### src/rtl/cla_pipe_pkg.sv
// Shared types and elaboration helpers for the pipelined carry-lookahead adder.
package cla_pipe_pkg;

  // Upper bound on WIDTH; the stage register struct is sized to this.
  localparam int unsigned CLA_MAX_W = 64;

  function automatic int unsigned group_count(input int unsigned width, input int unsigned group);
    return width / group;
  endfunction

  function automatic int unsigned slice_width(input int unsigned width, input int unsigned stages);
    return width / stages;
  endfunction

  function automatic bit params_ok(input int unsigned width, input int unsigned group,
                                   input int unsigned stages);
    if (width == 0 || group == 0 || stages == 0) return 1'b0;
    if (width > CLA_MAX_W) return 1'b0;
    if ((width % group) != 0) return 1'b0;
    if (stages > (width / group)) return 1'b0;
    return ((width / group) % stages) == 0;
  endfunction

  typedef struct packed {
    logic                 valid;
    logic                 carry;
    logic                 a_msb;
    logic                 b_msb;
    logic [CLA_MAX_W-1:0] sum;
    logic [CLA_MAX_W-1:0] g;
    logic [CLA_MAX_W-1:0] p;
  } stage_t;

endpackage

### src/rtl/cla_pipe_adder_group.sv
// GROUP-bit lookahead cell: in-group carries from c_i, plus group generate/propagate.
module cla_group #(
  parameter int unsigned GROUP = 4
) (
  input  logic [GROUP-1:0] g_i,
  input  logic [GROUP-1:0] p_i,
  input  logic             c_i,
  output logic [GROUP-1:0] sum_o,
  output logic             gm_o,
  output logic             pm_o
);

  logic [GROUP-1:0] carry;
  logic             gm_acc;

  always_comb begin : carries
    carry[0] = c_i;
    for (int i = 1; i < GROUP; i++) begin
      carry[i] = g_i[i-1] | (p_i[i-1] & carry[i-1]);
    end
  end

  // Kept apart from the carry block so gm/pm never appear to depend on c_i.
  always_comb begin : group_gen
    gm_acc = 1'b0;
    for (int i = 0; i < GROUP; i++) begin
      gm_acc = g_i[i] | (p_i[i] & gm_acc);
    end
  end

  assign sum_o = p_i ^ carry;
  assign gm_o  = gm_acc;
  assign pm_o  = &p_i;

endmodule

### src/rtl/cla_pipe_adder.sv
// Pipelined CLA adder/subtractor with valid/ready on both sides.
// Define CLA_PIPE_SUB_EN to honour the sub input; otherwise it is ignored.
module cla_pipe_adder
  import cla_pipe_pkg::*;
#(
  parameter int unsigned WIDTH  = 32,
  parameter int unsigned GROUP  = 4,
  parameter int unsigned STAGES = 2
) (
  input  logic             clk,
  input  logic             rst,
  input  logic             in_valid,
  output logic             in_ready,
  input  logic [WIDTH-1:0] a,
  input  logic [WIDTH-1:0] b,
  input  logic             ci,
  input  logic             sub,
  output logic             out_valid,
  input  logic             out_ready,
  output logic [WIDTH-1:0] s,
  output logic             co,
  output logic             ovf,
  output logic             zero
);

  localparam int unsigned NG  = group_count(WIDTH, GROUP);
  localparam int unsigned GPS = NG / STAGES;
  localparam int unsigned SW  = slice_width(WIDTH, STAGES);
  localparam int unsigned L   = STAGES - 1;

  if (!params_ok(WIDTH, GROUP, STAGES)) begin : g_param_check
    $error("cla_pipe_adder: illegal WIDTH/GROUP/STAGES combination");
  end

  logic [WIDTH-1:0] b_eff;
  logic             ci_eff;

`ifdef CLA_PIPE_SUB_EN
  assign b_eff  = sub ? ~b : b;
  assign ci_eff = sub ? ~ci : ci;
`else
  logic unused_sub;
  assign unused_sub = sub;
  assign b_eff      = b;
  assign ci_eff     = ci;
`endif

  stage_t        in_stage;
  stage_t        src  [STAGES];
  stage_t        st_d [STAGES];
  stage_t        st_q [STAGES];
  logic [STAGES:0] ready;
  logic          ovf_d, zero_d, ovf_q, zero_q;

  always_comb begin : in_pack
    in_stage       = '0;
    in_stage.valid = in_valid;
    in_stage.carry = ci_eff;
    in_stage.a_msb = a[WIDTH-1];
    in_stage.b_msb = b_eff[WIDTH-1];
    in_stage.g     = CLA_MAX_W'(a & b_eff);
    in_stage.p     = CLA_MAX_W'(a ^ b_eff);
  end

  assign src[0]        = in_stage;
  assign ready[STAGES] = out_ready;
  assign in_ready      = ready[0] & ~rst;

  for (genvar k = 0; k < STAGES; k++) begin : g_stage
    logic [GPS-1:0]       gm_s, pm_s, c_s;
    logic [SW-1:0]        sum_s;
    logic                 cout_s;
    logic [CLA_MAX_W-1:0] slice_ext;
    stage_t               nxt;

    if (k > 0) begin : g_link
      assign src[k] = st_q[k-1];
    end

    for (genvar j = 0; j < GPS; j++) begin : g_grp
      cla_group #(.GROUP(GROUP)) u_grp (
        .g_i   (src[k].g[k*SW + j*GROUP +: GROUP]),
        .p_i   (src[k].p[k*SW + j*GROUP +: GROUP]),
        .c_i   (c_s[j]),
        .sum_o (sum_s[j*GROUP +: GROUP]),
        .gm_o  (gm_s[j]),
        .pm_o  (pm_s[j])
      );
    end

    // Second-level lookahead seeded by the carry arriving with this stage's data.
    always_comb begin : lookahead
      logic c_run;
      c_run = src[k].carry;
      c_s   = '0;
      for (int j = 0; j < GPS; j++) begin
        c_s[j] = c_run;
        c_run  = gm_s[j] | (pm_s[j] & c_run);
      end
      cout_s = c_run;
    end

    always_comb begin : next_stage
      slice_ext             = '0;
      slice_ext[k*SW +: SW] = sum_s;
      nxt                   = src[k];
      nxt.carry             = cout_s;
      nxt.sum               = src[k].sum | slice_ext;
    end

    assign st_d[k]  = nxt;
    assign ready[k] = ~st_q[k].valid | ready[k+1];

    // Bubbles only clear the valid bit so held data stays quiet.
    always_ff @(posedge clk) begin
      if (rst) begin
        st_q[k] <= '0;
      end else if (ready[k]) begin
        if (st_d[k].valid) begin
          st_q[k] <= st_d[k];
        end else begin
          st_q[k].valid <= 1'b0;
        end
      end
    end
  end

  always_comb begin : flags
    zero_d = ~|st_d[L].sum;
    ovf_d  = (st_d[L].b_msb == st_d[L].a_msb) && (st_d[L].sum[WIDTH-1] != st_d[L].a_msb);
  end

  // Flags are registered alongside the final stage so every output is a flop.
  always_ff @(posedge clk) begin
    if (rst) begin
      ovf_q  <= 1'b0;
      zero_q <= 1'b0;
    end else if (ready[L] && st_d[L].valid) begin
      ovf_q  <= ovf_d;
      zero_q <= zero_d;
    end
  end

  assign out_valid = st_q[L].valid;
  assign s         = st_q[L].sum[WIDTH-1:0];
  assign co        = st_q[L].carry;
  assign ovf       = ovf_q;
  assign zero      = zero_q;

endmodule

### config.mk
export PLATFORM = sky130hd
export DESIGN_NAME = cla_pipe_adder
export DESIGN_NICKNAME = d
export VERILOG_FILES = /design/src/rtl/cla_pipe_pkg.sv /design/src/rtl/cla_pipe_adder_group.sv /design/src/rtl/cla_pipe_adder.sv
export SDC_FILE = /design/constraint.sdc
export NUM_CORES = 1
export LEC_CHECK = 0
export BUFFER_PORTS_ARGS = -buffer_cell sky130_fd_sc_hd__buf_2
export CORE_MARGIN = 1
export CORE_UTILIZATION = 30
export DETAILED_ROUTE_END_ITERATION = 7
export GPL_TIMING_DRIVEN = 0
export PLACE_DENSITY = 0.5
export RECOVER_POWER = 25
export SETUP_SLACK_MARGIN = 0.4
export SLEW_MARGIN = 20
export SYNTH_ARGS = -nofsm -noshare
export SYNTH_HDL_FRONTEND = slang
export SYNTH_SLANG_ARGS = --single-unit
### constraint.sdc
create_clock -name clk -period 3.52 [get_ports clk]
set_input_delay 0.704 -clock clk [delete_from_list [all_inputs] [get_ports clk]]
set_output_delay 0.704 -clock clk [all_outputs]
set_load 0.02 [all_outputs]
# Word level (Yosys, flattened, before mapping)
# Memories as Yosys holds them, arrays and structs flattened.
# Index checks and enable logic that the tools add are counted.
[classes] eq_ne=2 n_mux=22 bitwise=133 reduce_logical=12
[ops] cell="$mux 196" count=2
[ops] cell="$or 64x32->64" count=1
[ops] cell="$reduce_or 64->1" count=1
[ops] cell="$or 1x1->1" count=62
[ops] cell="$and 1x1->1" count=57
[ops] cell="$and 32x32->32" count=1
[ops] cell="$reduce_and 4->1" count=8
[ops] cell="$xor 32x32->32" count=1
[ops] cell="$xor 4x4->4" count=8
[ops] cell="$mux 1" count=20
[ops] cell="$not 1->1" count=3
[ops] cell="$logic_and 1x1->1" count=2
[ops] cell="$eq 1x1->1" count=1
[ops] cell="$logic_not 1->1" count=1
[ops] cell="$ne 1x1->1" count=1
[totals] register_bits=2 ram_bits=392 inputBits=70 out_inout_bits=37 elab_cells=172 n_memories=1
[mem_list] name="st_q" depth=2 word_bits=196 read_ports=2 rd_clocked_by_memory_dff=0 write_ports=2 line="cla_pipe_adder.sv:51" source="stage_t st_q [STAGES];"

# Depth between registers and ports, before layout
# Gate-level depths: netlist of the first run.
# An unclocked memory read counts as a cell.
[logic_depth] word_depth=22 depth_mapped=15 depth_no_buf=15

# By module
# From an unflattened synthesis of the first run, not the netlist that was laid out.
[unflattened] hier_cells=349 hier_area_um2=4583.1
[by_module_without_submodules] mod="cla_pipe_adder" instances=1 cells_each=253 area_each_um2=3862.5 seq_area_each_um2=2622.5
[by_module_without_submodules] mod="cla_group" instances=8 cells_each=12 area_each_um2=90.1 seq_area_each_um2=0.0

# Worst setup path before layout of the first run
# OpenSTA, ideal clock, no wires.
[synth_timing] path_kind="input to register" startpoint="in a[3]" endpoint="mem st_q[0][142] (netlist name), data pin" arrival_time_ns=3.088 required_ns=3.265 path_slack_ns=0.177 stages=10 cell_sequence="ha_1 > a211o_1 > a21oi_1 > o31ai_1 > nor2_1 > nor3_1 > fa_1 > fa_1 > fa_1 > and3_1"
[synth_lines] element="start, declared" line="cla_pipe_adder.sv:14" source="input logic [WIDTH-1:0] a,"
[synth_lines] element="end, declared" line="cla_pipe_adder.sv:51"

==> results of run 1 <==
[worst max-delay path: stages]
cell and delay [ns]:
buf_2 0.12, ha_1 0.31, a21o_1 0.16, a211o_1 0.33, a31oi_2 0.19, nor3_2 0.07
fa_2 0.34, fa_2 0.35, fa_2 0.34, xnor2_1 0.16, nor2_1 0.06
[per-stage QoR]
step	util (%)	hold WS [ns]	area (um2)	power (W)	cells
after floorplan	-	0.515	4650	0.00152	350
after global placement	36.6	0.454	5410	0.00170	639
after detailed placement	36.7	0.456	5410	0.00170	639
after CTS	38.8	0.464	5730	0.00269	655
after global routing	39.1	0.476	5770	0.00280	657
final	39.1	0.466	5770	0.00268	657
[placed cells by master, fill, tap and decap left out, types with 7 or more instances in the layout]
master / Yosys / routed
edfxtp_1: 86 / 86
buf_2: 1 / 78
and3_1: 46 / 46
clkbuf_1: 8 / 40
ha_1: 44 / 40
nor2_1: 21 / 19
and2_1: 28 / 19
inv_1: 10 / 10
nand2_1: 10 / 10
a21oi_1: 11 / 9
and2_0: 0 / 9
fa_1: 12 / 9
clkbuf_16: 0 / 9
or2_2: 8 / 7
[final timing paths]
path / endpoint / slack, ns
worst max-delay path: st_q[0][143] / 0.44
worst min-delay path: ovf / 0.47
worst max register to register: zero / 0.56
worst min register to register: ovf / 0.47
[repair_timing]
item                                    4_1_cts  5_1_grt
setup buffers                                 0        2
endpoints found under the setup margin        0        5
resized for setup                             0       18
[Yosys cell counts (2+ instances only)]
master / count
a211o_1: 2
a21o_1: 5
a21oi_1: 11
and2_1: 28
and3_1: 46
clkbuf_1: 8
clkbuf_2: 3
dfxtp_1: 2
edfxtp_1: 86
fa_1: 12
ha_1: 44
inv_1: 10
nand2_1: 10
nand2b_1: 2
nand3_1: 3
nand4_1: 4
nor2_1: 21
nor3_1: 3
nor4_1: 7
o21a_1: 2
o21ai_0: 7
or2_2: 8
xnor2_1: 5
xor2_1: 3
[sequential cells by signal, summed over array words and instances (netlist names)]
signal and flops:
zero 1, st_q 86, ovf 1
[power by group]
group          switching, W  internal [W]
sequential        0.0000408       0.00124
combinational      0.000241      0.000173
clock              0.000368      0.000618
total              0.000650       0.00203
[logic make-up after synthesis]
logic type                 Yosys count
DFF                                 88
and+or+nand+nor                    139
adders and majority gates           56
xor gates and xnor gates             8
AOI/OAI and AO/OA                   35
buffers and inverters               24
[cell type report]
class,instances,area [um2],share of cell area (%)
Sequential cell,88,2620,45.4
Multi-Input combinational cell,238,2010,34.8
Timing Repair Buffer,107,505,8.75
Tap cell,184,230,3.99
Clock buffer,10,229,3.97
Clock inverter,6,83.8,1.45
Buffer,13,53.8,0.932
Inverter,11,41.3,0.715
[routing by layer]
layer	up-vias	track usage [%]
met2	67	20.2
met1	1415	17.6
met3	9	3.27
met5	-	0
li1	1524	-
met4	0	5.74
==> results.txt, run 1 <==
DR iter-0 viols -> 212
first-pass GRT wire length -> 15800 um
Worst VDD drop -> 0.000230 V
Sink Count -> 88
DR WL/cell -> 15.3 um
dpl hpwl -> 7970 um
die span in y -> 126 um
Final min period -> 3.08 ns
Hold Path Stages -> 2
Final TNS setup -> 0 ns
CP Max Fanout -> 2
final hold violations -> 0
Worst-Skew Late Latency -> 0.34 ns
Area Overhead vs Synth -> 25.0%
Yosys top cell by area -> edfxtp_1
CTS tree -> done
port bufs -> 105
Synth Area in Compound Gates -> 5.01%
ANT cells -> 0
Detailed Routing Iterations Pass 1 -> 4
HP Class -> reg -> reg
P_leak -> 2.58 nW
share of cells above drive strength 1 -> 27.1%
Synth area leaders -> edfxtp_1 (56%), ha_1 (12%), and3_1 (6.2%)
number of routed nets with antenna violations -> 0
unrepaired setup endpoints after global routing -> no
Die X -> 126 um
yosys warns -> 0
top-area cell type share of the netlist area -> 55.9%
status -> finished, final reports clean
Post-Syn Instances -> 350
adder-cell share of the synthesized area -> 17.1%
TritonCTS Buffers -> 9
final WL -> 10000 um
MaxCap Viol Count -> 0
Reg2Reg Depth -> 15
Die ar. -> 15900 um2
# IOs -> 107
vias in the first global route -> 3108
final period utilization -> 87.4%
Avg Cell Area, Syn -> 13.2 um2
post-synthesis sequential area ratio -> 56.8%
max-slew violation count -> 0
wire length on met3 -> 478 um
Netlist cell types -> 42
routability cong. -> 0.797
CTS Buffer Depth -> 2
Slew headroom -> 55.6%
Post-Synth XOR/XNOR Area -> 1.52%
Layout Skew -> 0.00449 ns
Async S/R FF share, synth -> 0%
final setup violating endpoints -> 0
Synth Register Bits -> 88
largest net degree at the start of global routing -> 52
highest routed metal layer -> met4
routed wl met2 -> 4530 um
CP startpoint kind -> input pin
H-tree levels -> 3
syn_nets -> 476
clock root buffer -> clkbuf_16
simple-gate area share of the yosys netlist -> 17.5%
Hold-fix buffers, CTS -> 0
critical path arrival -> 3.15 ns
Post-Syn Area -> 4620 um2
crit end category -> flip-flop
worst slack at placement -> 0.107 ns
CTS clk-pin slew, worst paths -> 0.06 ns
initial antenna violation count -> 0
metal1 wirelength -> 4870 um
std cell rows -> 44
mux cell area share after synthesis -> 0%
Core Area -> 14800 um2
post-DR vias/cell -> 4.59
Max Fclk -> 325 MHz
DR DRC count -> 0
Min-Delay Startpoint -> ovf
Power Dens Cells -> 464 nW/um2
largest family of logic cells by synthesized area -> simple AND/OR/NAND/NOR gates
fin nets -> 594
initial core utilization -> 31.3%
final setup margin -> 0.444 ns
Crit Path Category -> in -> reg
FF-to-FF Start -> st_q[0][17]
GRT Total Usage -> 13.1%
routed via count -> 3015
Crit path required time -> 3.60 ns
Primary FF master, synth -> edfxtp_1
grt total ovfl -> 0
filler cell count -> 1459
Slew @ Worst Pin -> 0.666 ns
Setup crit start -> a[9]
number of synthesized flops with an enable pin -> 86
No activity file was read; power rests on OpenSTA's default activity.
==> run 2, diff against run 1 <==
--- a/config.mk
+++ b/config.mk
@@ -11,7 +11,7 @@
 export DETAILED_ROUTE_END_ITERATION = 7
 export GPL_TIMING_DRIVEN = 0
 export PLACE_DENSITY = 0.5
-export RECOVER_POWER = 25
+export RECOVER_POWER = 50
 export SETUP_SLACK_MARGIN = 0.4
 export SLEW_MARGIN = 20
 export SYNTH_ARGS = -nofsm -noshare
==> run 2 against run 1 <==
  * Die area did not move
  * Worst hold slack is essentially flat
  * Critical path depth stayed put
  * Final area decreased by 0.30%
  * Critical path type unchanged
  * Largest power group unchanged
  * Non-clock buffer count did not move
  * Flip-flop and latch count unchanged
==> results.txt, run 2 (synthesized netlist as in run 1, its figures left out) <==
status -> finished, final reports clean (unchanged)
most numerous cell on the critical path -> fa_2 (unchanged)
die span in y -> 126 um (unchanged)
ANT cells -> 0 (unchanged)
Power Dens Cells -> 466 nW/um2 (was 464 nW/um2)
Worst VDD drop -> 0.000235 V (was 0.000230 V)
routed via count -> 3024 (was 3015)
final hold violations -> 0 (unchanged)
number of routed nets with antenna violations -> 0 (unchanged)
most common cell after layout, fill and taps aside -> edfxtp_1 (unchanged)
FF-to-FF Start -> st_q[0][17] (unchanged)
post-DR vias/cell -> 4.60 (was 4.59)
largest net degree at the start of global routing -> 52 (unchanged)
final setup margin -> 0.446 ns (was 0.444 ns)
Slew @ Worst Pin -> 1.19 ns (was 0.666 ns)
DR WL/cell -> 15.4 um (was 15.3 um)
# IOs -> 107 (unchanged)
first-pass GRT wire length -> 15800 um (unchanged)
Worst-Skew Late Latency -> 0.34 ns (about the same)
CP Max Fanout -> 2 (unchanged)
H-tree levels -> 3 (unchanged)
DR iter-0 viols -> 188 (was 212)
Cell Int Power -> 0.00203 W (about the same)
Die ar. -> 15900 um2 (unchanged)
highest-count cells in the layout ignoring fill and taps -> edfxtp_1 (86), buf_2 (67), clkbuf_1 (52) (was edfxtp_1 (86), buf_2 (78), and3_1 (46))
Gate power share -> 15.3% (was 15.4%)
Hold-fix buffers, CTS -> 0 (unchanged)
Layout Skew -> 0.00618 ns (was 0.00449 ns)
CTS clk-pin slew, worst paths -> 0.06 ns (about the same)
initial antenna violation count -> 0 (unchanged)
Crit path buffers/inverters -> 1 (unchanged)
routability cong. -> 0.797 (unchanged)
Critical Path End -> st_q[0][143] (unchanged)
CTS tree -> done (unchanged)
Core Area -> 14800 um2 (unchanged)
grt total ovfl -> 0 (unchanged)
Final TNS setup -> 0 ns (unchanged)
initial core utilization -> 31.3% (unchanged)
Die X -> 126 um (unchanged)
GRT Total Usage -> 13.1% (unchanged)
final setup violating endpoints -> 0 (unchanged)
CTS Buffer Depth -> 2 (unchanged)
RR Endpoint -> zero (unchanged)
HP Class -> reg -> reg (unchanged)
dpl hpwl -> 7970 um (unchanged)
register share of total power -> 47.8% (about the same)
switching share of total power -> 24.3% (was 24.2%)
port bufs -> 105 (unchanged)
number of flip-flops in the largest register -> 86 (unchanged)
worst slack at placement -> 0.107 ns (unchanged)
DR DRC count -> 0 (unchanged)
P_leak -> 2.53 nW (was 2.58 nW)
stages on the worst setup path -> 11 (unchanged)
Area Overhead vs Synth -> 24.6% (was 25.0%)
TritonCTS Buffers -> 9 (unchanged)
crit-path cells -> buf_2 -> ha_1 -> a21o_1 -> a211o_1 -> a31oi_2 -> nor3_2 -> fa_2 -> fa_2 -> fa_2 -> xnor2_1 -> nor2_1 (unchanged)
Sink Count -> 88 (unchanged)
critical path's largest stage delay -> 0.35 ns (about the same)
Detailed Routing Iterations Pass 1 -> 4 (unchanged)
GR Util met3 -> 3.27% (unchanged)
Slew headroom -> 20.7% (was 55.6%)
final WL -> 10100 um (was 10000 um)
crit end category -> flip-flop (unchanged)
MaxCap Viol Count -> 0 (unchanged)
critical path arrival -> 3.15 ns (about the same)
GR peak layer -> met2 (unchanged)
fin nets -> 594 (unchanged)
Crit Path Category -> in -> reg (unchanged)
CP startpoint kind -> input pin (unchanged)
clock network power share -> 36.8% (about the same)
Final min period -> 3.07 ns (was 3.08 ns)
R2R setup slack -> 0.56 ns (about the same)
Crit-path slowest cell -> fa_2 (unchanged)
Setup crit start -> a[9] (unchanged)
routing usage on met1 -> 17.6% (unchanged)
vias in the first global route -> 3108 (unchanged)
Reg with most FFs -> st_q (unchanged)
cell family with most CP delay -> adder cells (unchanged)
unrepaired setup endpoints after global routing -> no (unchanged)
std cell rows -> 44 (unchanged)
share of cells above drive strength 1 -> 24.3% (was 27.1%)
final period utilization -> 87.3% (was 87.4%)
max-slew violation count -> 0 (unchanged)
Crit path required time -> 3.60 ns (about the same)
Max Fclk -> 325 MHz (about the same)
clock root buffer -> clkbuf_16 (unchanged)
Reg2Reg Depth -> 15 (unchanged)
met2 Usage GRT -> 20.2% (unchanged)
switching pwr -> 0.000652 W (was 0.000650 W)
-- run 2: changes by cell type in the layout (fill, tap and decap cells not counted), sizes merged --
cell / delta
buf: -12
clkbuf: +12
-- run 2: worst min-delay path by stage --
stage / from / to / slack [ns] / depth (start not counted)
2_1_floorplan: ovf / ovf / 0.51 / 2
3_3_place_gp: ovf / ovf / 0.45 / 2
3_5_place_dp: ovf / ovf / 0.46 / 2
4_1_cts: ovf / ovf / 0.46 / 2
5_1_grt: ovf / ovf / 0.48 / 2
6_report: ovf / ovf / 0.47 / 2
-- run 2: layer usage --
metal	routed length, um	share of wire [%]
met1	4930	49
met2	4500	45
met3	501	5.0
met4	161	1.6
met5	0	0
-- run 2: power groups by stage --
| stage | registers [W] | clock network [W] | logic, W |
|---|---|---|---|
| floorplan | 0.00133 | 0 | 0.000197 |
| global placement | 0.00130 | 0 | 0.000392 |
| detailed placement | 0.00130 | 0 | 0.000399 |
| CTS | 0.00128 | 0.00101 | 0.000402 |
| global route | 0.00129 | 0.00104 | 0.000461 |
| finish | 0.00128 | 0.000988 | 0.000412 |
-- run 2: repair_timing --
action	CTS	global route
endpoints found under the hold margin	0	0
resized for setup	0	18
setup endpoints to repair	0	5
buffers inserted	0	2
-- run 2: layout make-up --
cell class / count / area (um2)
plain buffers: 13 / 48.8
multi-input cells: 238 / 2010
clock inverters: 6 / 83.8
well taps: 184 / 230
repair buffers: 107 / 493
fillers: 1464 / 9000
flip-flops and latches: 88 / 2620
clock buffers: 10 / 229
inverters: 11 / 41.3
-- run 2: per-stage QoR --
step	cell area (um2)	util (%)	power (W)	hold WS [ns]	std cells
after floorplan	4650	-	0.00152	0.515	350
after global placement	5410	36.6	0.00170	0.454	639
after detailed placement	5410	36.7	0.00170	0.456	639
after CTS	5730	38.8	0.00269	0.464	655
after global routing	5760	39.0	0.00280	0.476	657
final	5760	39.0	0.00268	0.466	657
-- run 2: worst register-to-register path: cells and delay by family, from the launching register on --
family | cells | cell delay, ns
flops | 1 | 0.45
compound gates | 4 | 0.68
fa+ha+maj | 3 | 0.59
simple gates | 8 | 1.18
==> run 3, diff against run 2 <==
--- a/config.mk
+++ b/config.mk
@@ -6,6 +6,7 @@
 export NUM_CORES = 1
 export LEC_CHECK = 0
 export BUFFER_PORTS_ARGS = -buffer_cell sky130_fd_sc_hd__buf_2
+export CORE_ASPECT_RATIO = 0.6
 export CORE_MARGIN = 1
 export CORE_UTILIZATION = 30
 export DETAILED_ROUTE_END_ITERATION = 7
@@ -16,4 +17,5 @@
 export SLEW_MARGIN = 20
 export SYNTH_ARGS = -nofsm -noshare
 export SYNTH_HDL_FRONTEND = slang
+export SYNTH_HIERARCHICAL = 1
 export SYNTH_SLANG_ARGS = --single-unit
==> run 3 against run 2 <==
  * The run now ends with capacitance limit, slew limit left
  * Sequential share of layout area fell by 0.059 points
  * Synthesized cell count is 0.29% lower
  * Final cell count up 2.1%
  * Clock power is 16% higher
  * Worst setup slack got worse by 0.031 ns
  * Clock skew down 0.0014 ns
  * Combinational power decreased by 4%
  * Die area decreased by 0.70%
  * Power rose by 5.4%
  * Critical path type is now reg -> reg
  * Critical endpoint is now zero
  * Largest power group unchanged
==> results.txt, run 3 <==
Post-Syn Instances -> 349 (was 350)
routability cong. -> 0.805 (was 0.797)
Layout Skew -> 0.00478 ns (was 0.00618 ns)
number of synthesized flops with an enable pin -> 86 (unchanged)
Reg2Reg Depth -> 17 (was 15)
unrepaired setup endpoints after global routing -> yes (was no)
CTS Buffer Depth -> 2 (unchanged)
std cell rows -> 34 (was 44)
number of routed nets with antenna violations -> 0 (unchanged)
Slew @ Worst Pin -> 2.07 ns (was 1.19 ns)
most common cell after layout, fill and taps aside -> edfxtp_1 (unchanged)
DR WL/cell -> 14.7 um (was 15.4 um)
dpl hpwl -> 7440 um (was 7970 um)
Area Overhead vs Synth -> 25.8% (was 24.6%)
CP Max Fanout -> 4 (was 2)
final period utilization -> 88.2% (was 87.3%)
Util after Layout -> 39.2% (was 39.0%)
Yosys top cell by area -> edfxtp_1 (unchanged)
share of cells above drive strength 1 -> 22.6% (was 24.3%)
crit end category -> flip-flop (unchanged)
H-tree levels -> 3 (unchanged)
number of flip-flops in the largest register -> 86 (unchanged)
TritonCTS Buffers -> 9 (unchanged)
die span in y -> 97.7 um (was 126 um)
Detailed Routing Iterations Pass 1 -> 5 (was 4)
Final TNS setup -> 0 ns (unchanged)
initial antenna violation count -> 1 (was 0)
vias in the first global route -> 2946 (was 3108)
CP startpoint kind -> flip-flop (was input pin)
first-pass GRT wire length -> 15500 um (was 15800 um)
post-synthesis sequential area ratio -> 57.2% (was 56.8%)
Worst-Skew Late Latency -> 0.34 ns (about the same)
Synth Register Bits -> 88 (unchanged)
count leader, synth -> edfxtp_1 (unchanged)
port bufs -> 105 (unchanged)
Worst VDD drop -> 0.000201 V (was 0.000235 V)
P_leak -> 2.42 nW (was 2.53 nW)
HP Class -> reg -> reg (unchanged)
status -> finished, violations left (was finished, final reports clean)
Die ar. -> 15800 um2 (was 15900 um2)
max-slew violation count -> 52 (was 0)
Crit path required time -> 3.80 ns (was 3.60 ns)
post-DR vias/cell -> 4.43 (was 4.60)
Async S/R FF share, synth -> 0% (unchanged)
top-area cell type share of the netlist area -> 56.3% (was 55.9%)
Netlist cell types -> 26 (was 42)
ANT cells -> 0 (unchanged)
Finished Layout Cells -> 671 (was 657)
DR iter-0 viols -> 117 (was 188)
failing checks -> capacitance limit, slew limit
CTS clk-pin slew, worst paths -> 0.06 ns (about the same)
Hold Path Stages -> 1 (was 2)
Core Area -> 14700 um2 (was 14800 um2)
yosys warns -> 6 (was 0)
routed via count -> 2973 (was 3024)
Die X -> 162 um (was 126 um)
initial core utilization -> 31.1% (was 31.3%)
Crit Path Category -> reg -> reg (was in -> reg)
final WL -> 9890 um (was 10100 um)
syn_nets -> 475 (was 476)
final setup violating endpoints -> 0 (unchanged)
critical path arrival -> 3.38 ns (was 3.15 ns)
Post-Syn Area -> 4580 um2 (was 4620 um2)
largest net degree at the start of global routing -> 52 (unchanged)
Final min period -> 3.10 ns (was 3.07 ns)
highest-count cells in the layout ignoring fill and taps -> edfxtp_1 (86), and2_1 (72), buf_2 (69) (was edfxtp_1 (86), buf_2 (67), clkbuf_1 (52))
final hold violations -> 0 (unchanged)
Slew headroom -> -38.3% (was 20.7%)
grt total ovfl -> 0 (unchanged)
Synth area leaders -> edfxtp_1 (56%), ha_1 (15%), and2_1 (11%) (was edfxtp_1 (56%), ha_1 (12%), and3_1 (6.2%))
Avg Cell Area, Syn -> 13.1 um2 (was 13.2 um2)
MaxCap Viol Count -> 1 (was 0)
Post-synth top cells -> edfxtp_1 (86), and2_1 (82), ha_1 (56), a21oi_1 (19), or2_1 (16) (was edfxtp_1 (86), and3_1 (46), ha_1 (44), and2_1 (28), nor2_1 (21))
Primary FF master, synth -> edfxtp_1 (unchanged)
dpl cells -> 652 (was 639)
Sink Count -> 88 (unchanged)
GRT Total Usage -> 13.2% (was 13.1%)
# IOs -> 107 (unchanged)
DR DRC count -> 0 (unchanged)
Reg with most FFs -> st_q (unchanged)
clock root buffer -> clkbuf_16 (unchanged)
Hold-fix buffers, CTS -> 0 (unchanged)
Max Fclk -> 322 MHz (was 325 MHz)
fin nets -> 594 (unchanged)
CTS tree -> done (unchanged)
Power Dens Cells -> 491 nW/um2 (was 466 nW/um2)
==> run 3: cell count changes after synthesis, sizes merged, moves of 4 or more <==
cell    change
a21oi       +7
and2       +54
and3       -46
and4        +8
clkbuf      -5
fa         -12
ha         +12
inv         -9
nor2        -9
o21ai       +4
or2         +8
==> run 3: layout make-up <==
class | count | area, um2
inverter | 2 | 7.51
tap | 198 | 248
buffer | 9 | 38.8
timing repair buffer | 108 | 503
clock buffer | 10 | 229
fill | 1486 | 8950
clock inverter | 6 | 131
sequential | 88 | 2620
multi-input combinational | 250 | 1980
==> run 3: layer usage <==
metal  routed length [um]  up-vias  global-route usage, %  share of wire [%]
li1                     -     1509                      -                  -
met1                 5150     1395                   19.4                 52
met2                 4250       62                   19.1                 43
met3                  415        7                   3.27                4.2
met4                   70        0                   3.92               0.71
met5                    0        -                      0                  0
==> run 3: worst max-delay path, stage by stage, from the launching register on <==
cell and delay, ns:
edfxtp_1 0.43, a21oi_1 0.16, o21ai_1 0.08, a21o_1 0.20
a21o_1 0.24, nand2_2 0.08, nand2b_1 0.06, ha_2 0.16
or2_1 0.20, ha_2 0.16, or2_1 0.20, ha_2 0.18
nor2_4 0.12, xnor2_2 0.10, nor4_4 0.26, nand4_1 0.16
nor2_1 0.12, a22o_1 0.12
==> run 3: timing repair <==
| item | 4_1_cts | 5_1_grt |
|---|---|---|
| pin swaps | 5 | 12 |
| setup buffers | 1 | 2 |
| setup endpoints to repair | 1 | 4 |
| hold endpoints to repair | 0 | 0 |
| resized for setup | 5 | 13 |
==> run 3: kinds of logic after synthesis <==
logic type / Yosys count / share of synthesized area, %
xor+xnor: 8 / 1.53
simple gates: 148 / 19.7
fa+ha+maj: 56 / 15.3
buf+inv: 11 / 1.34
compound gates: 38 / 4.91
flops: 88 / 57.2
==> run 3: worst paths after layout <==
check	from	slack, ns	endpoint
worst min-delay path	zero	0.49	zero
worst max-delay path	st_q[0][19]	0.42	zero
worst min register to register	zero	0.49	zero
worst max register to register	st_q[0][19]	0.42	zero
==> run 3: metrics by stage <==
step	cell area (um2)	hold WS [ns]	power, W	setup slack, ns
final	5760	0.488	0.00283	0.415
after global routing	5760	0.528	0.00296	0.226
after detailed placement	5380	0.464	0.00169	0.0779
after CTS	5780	0.489	0.00286	0.408
after floorplan	4600	0.525	0.00152	0.406
after global placement	5370	0.467	0.00168	0.0954
==> run 3: power by group <==
part	total, W	internal [W]	switching (W)
clock network	0.00115	0.000763	0.000387
logic	0.000395	0.000170	0.000224
registers	0.00128	0.00124	0.0000402
total	0.00283	0.00218	0.000651
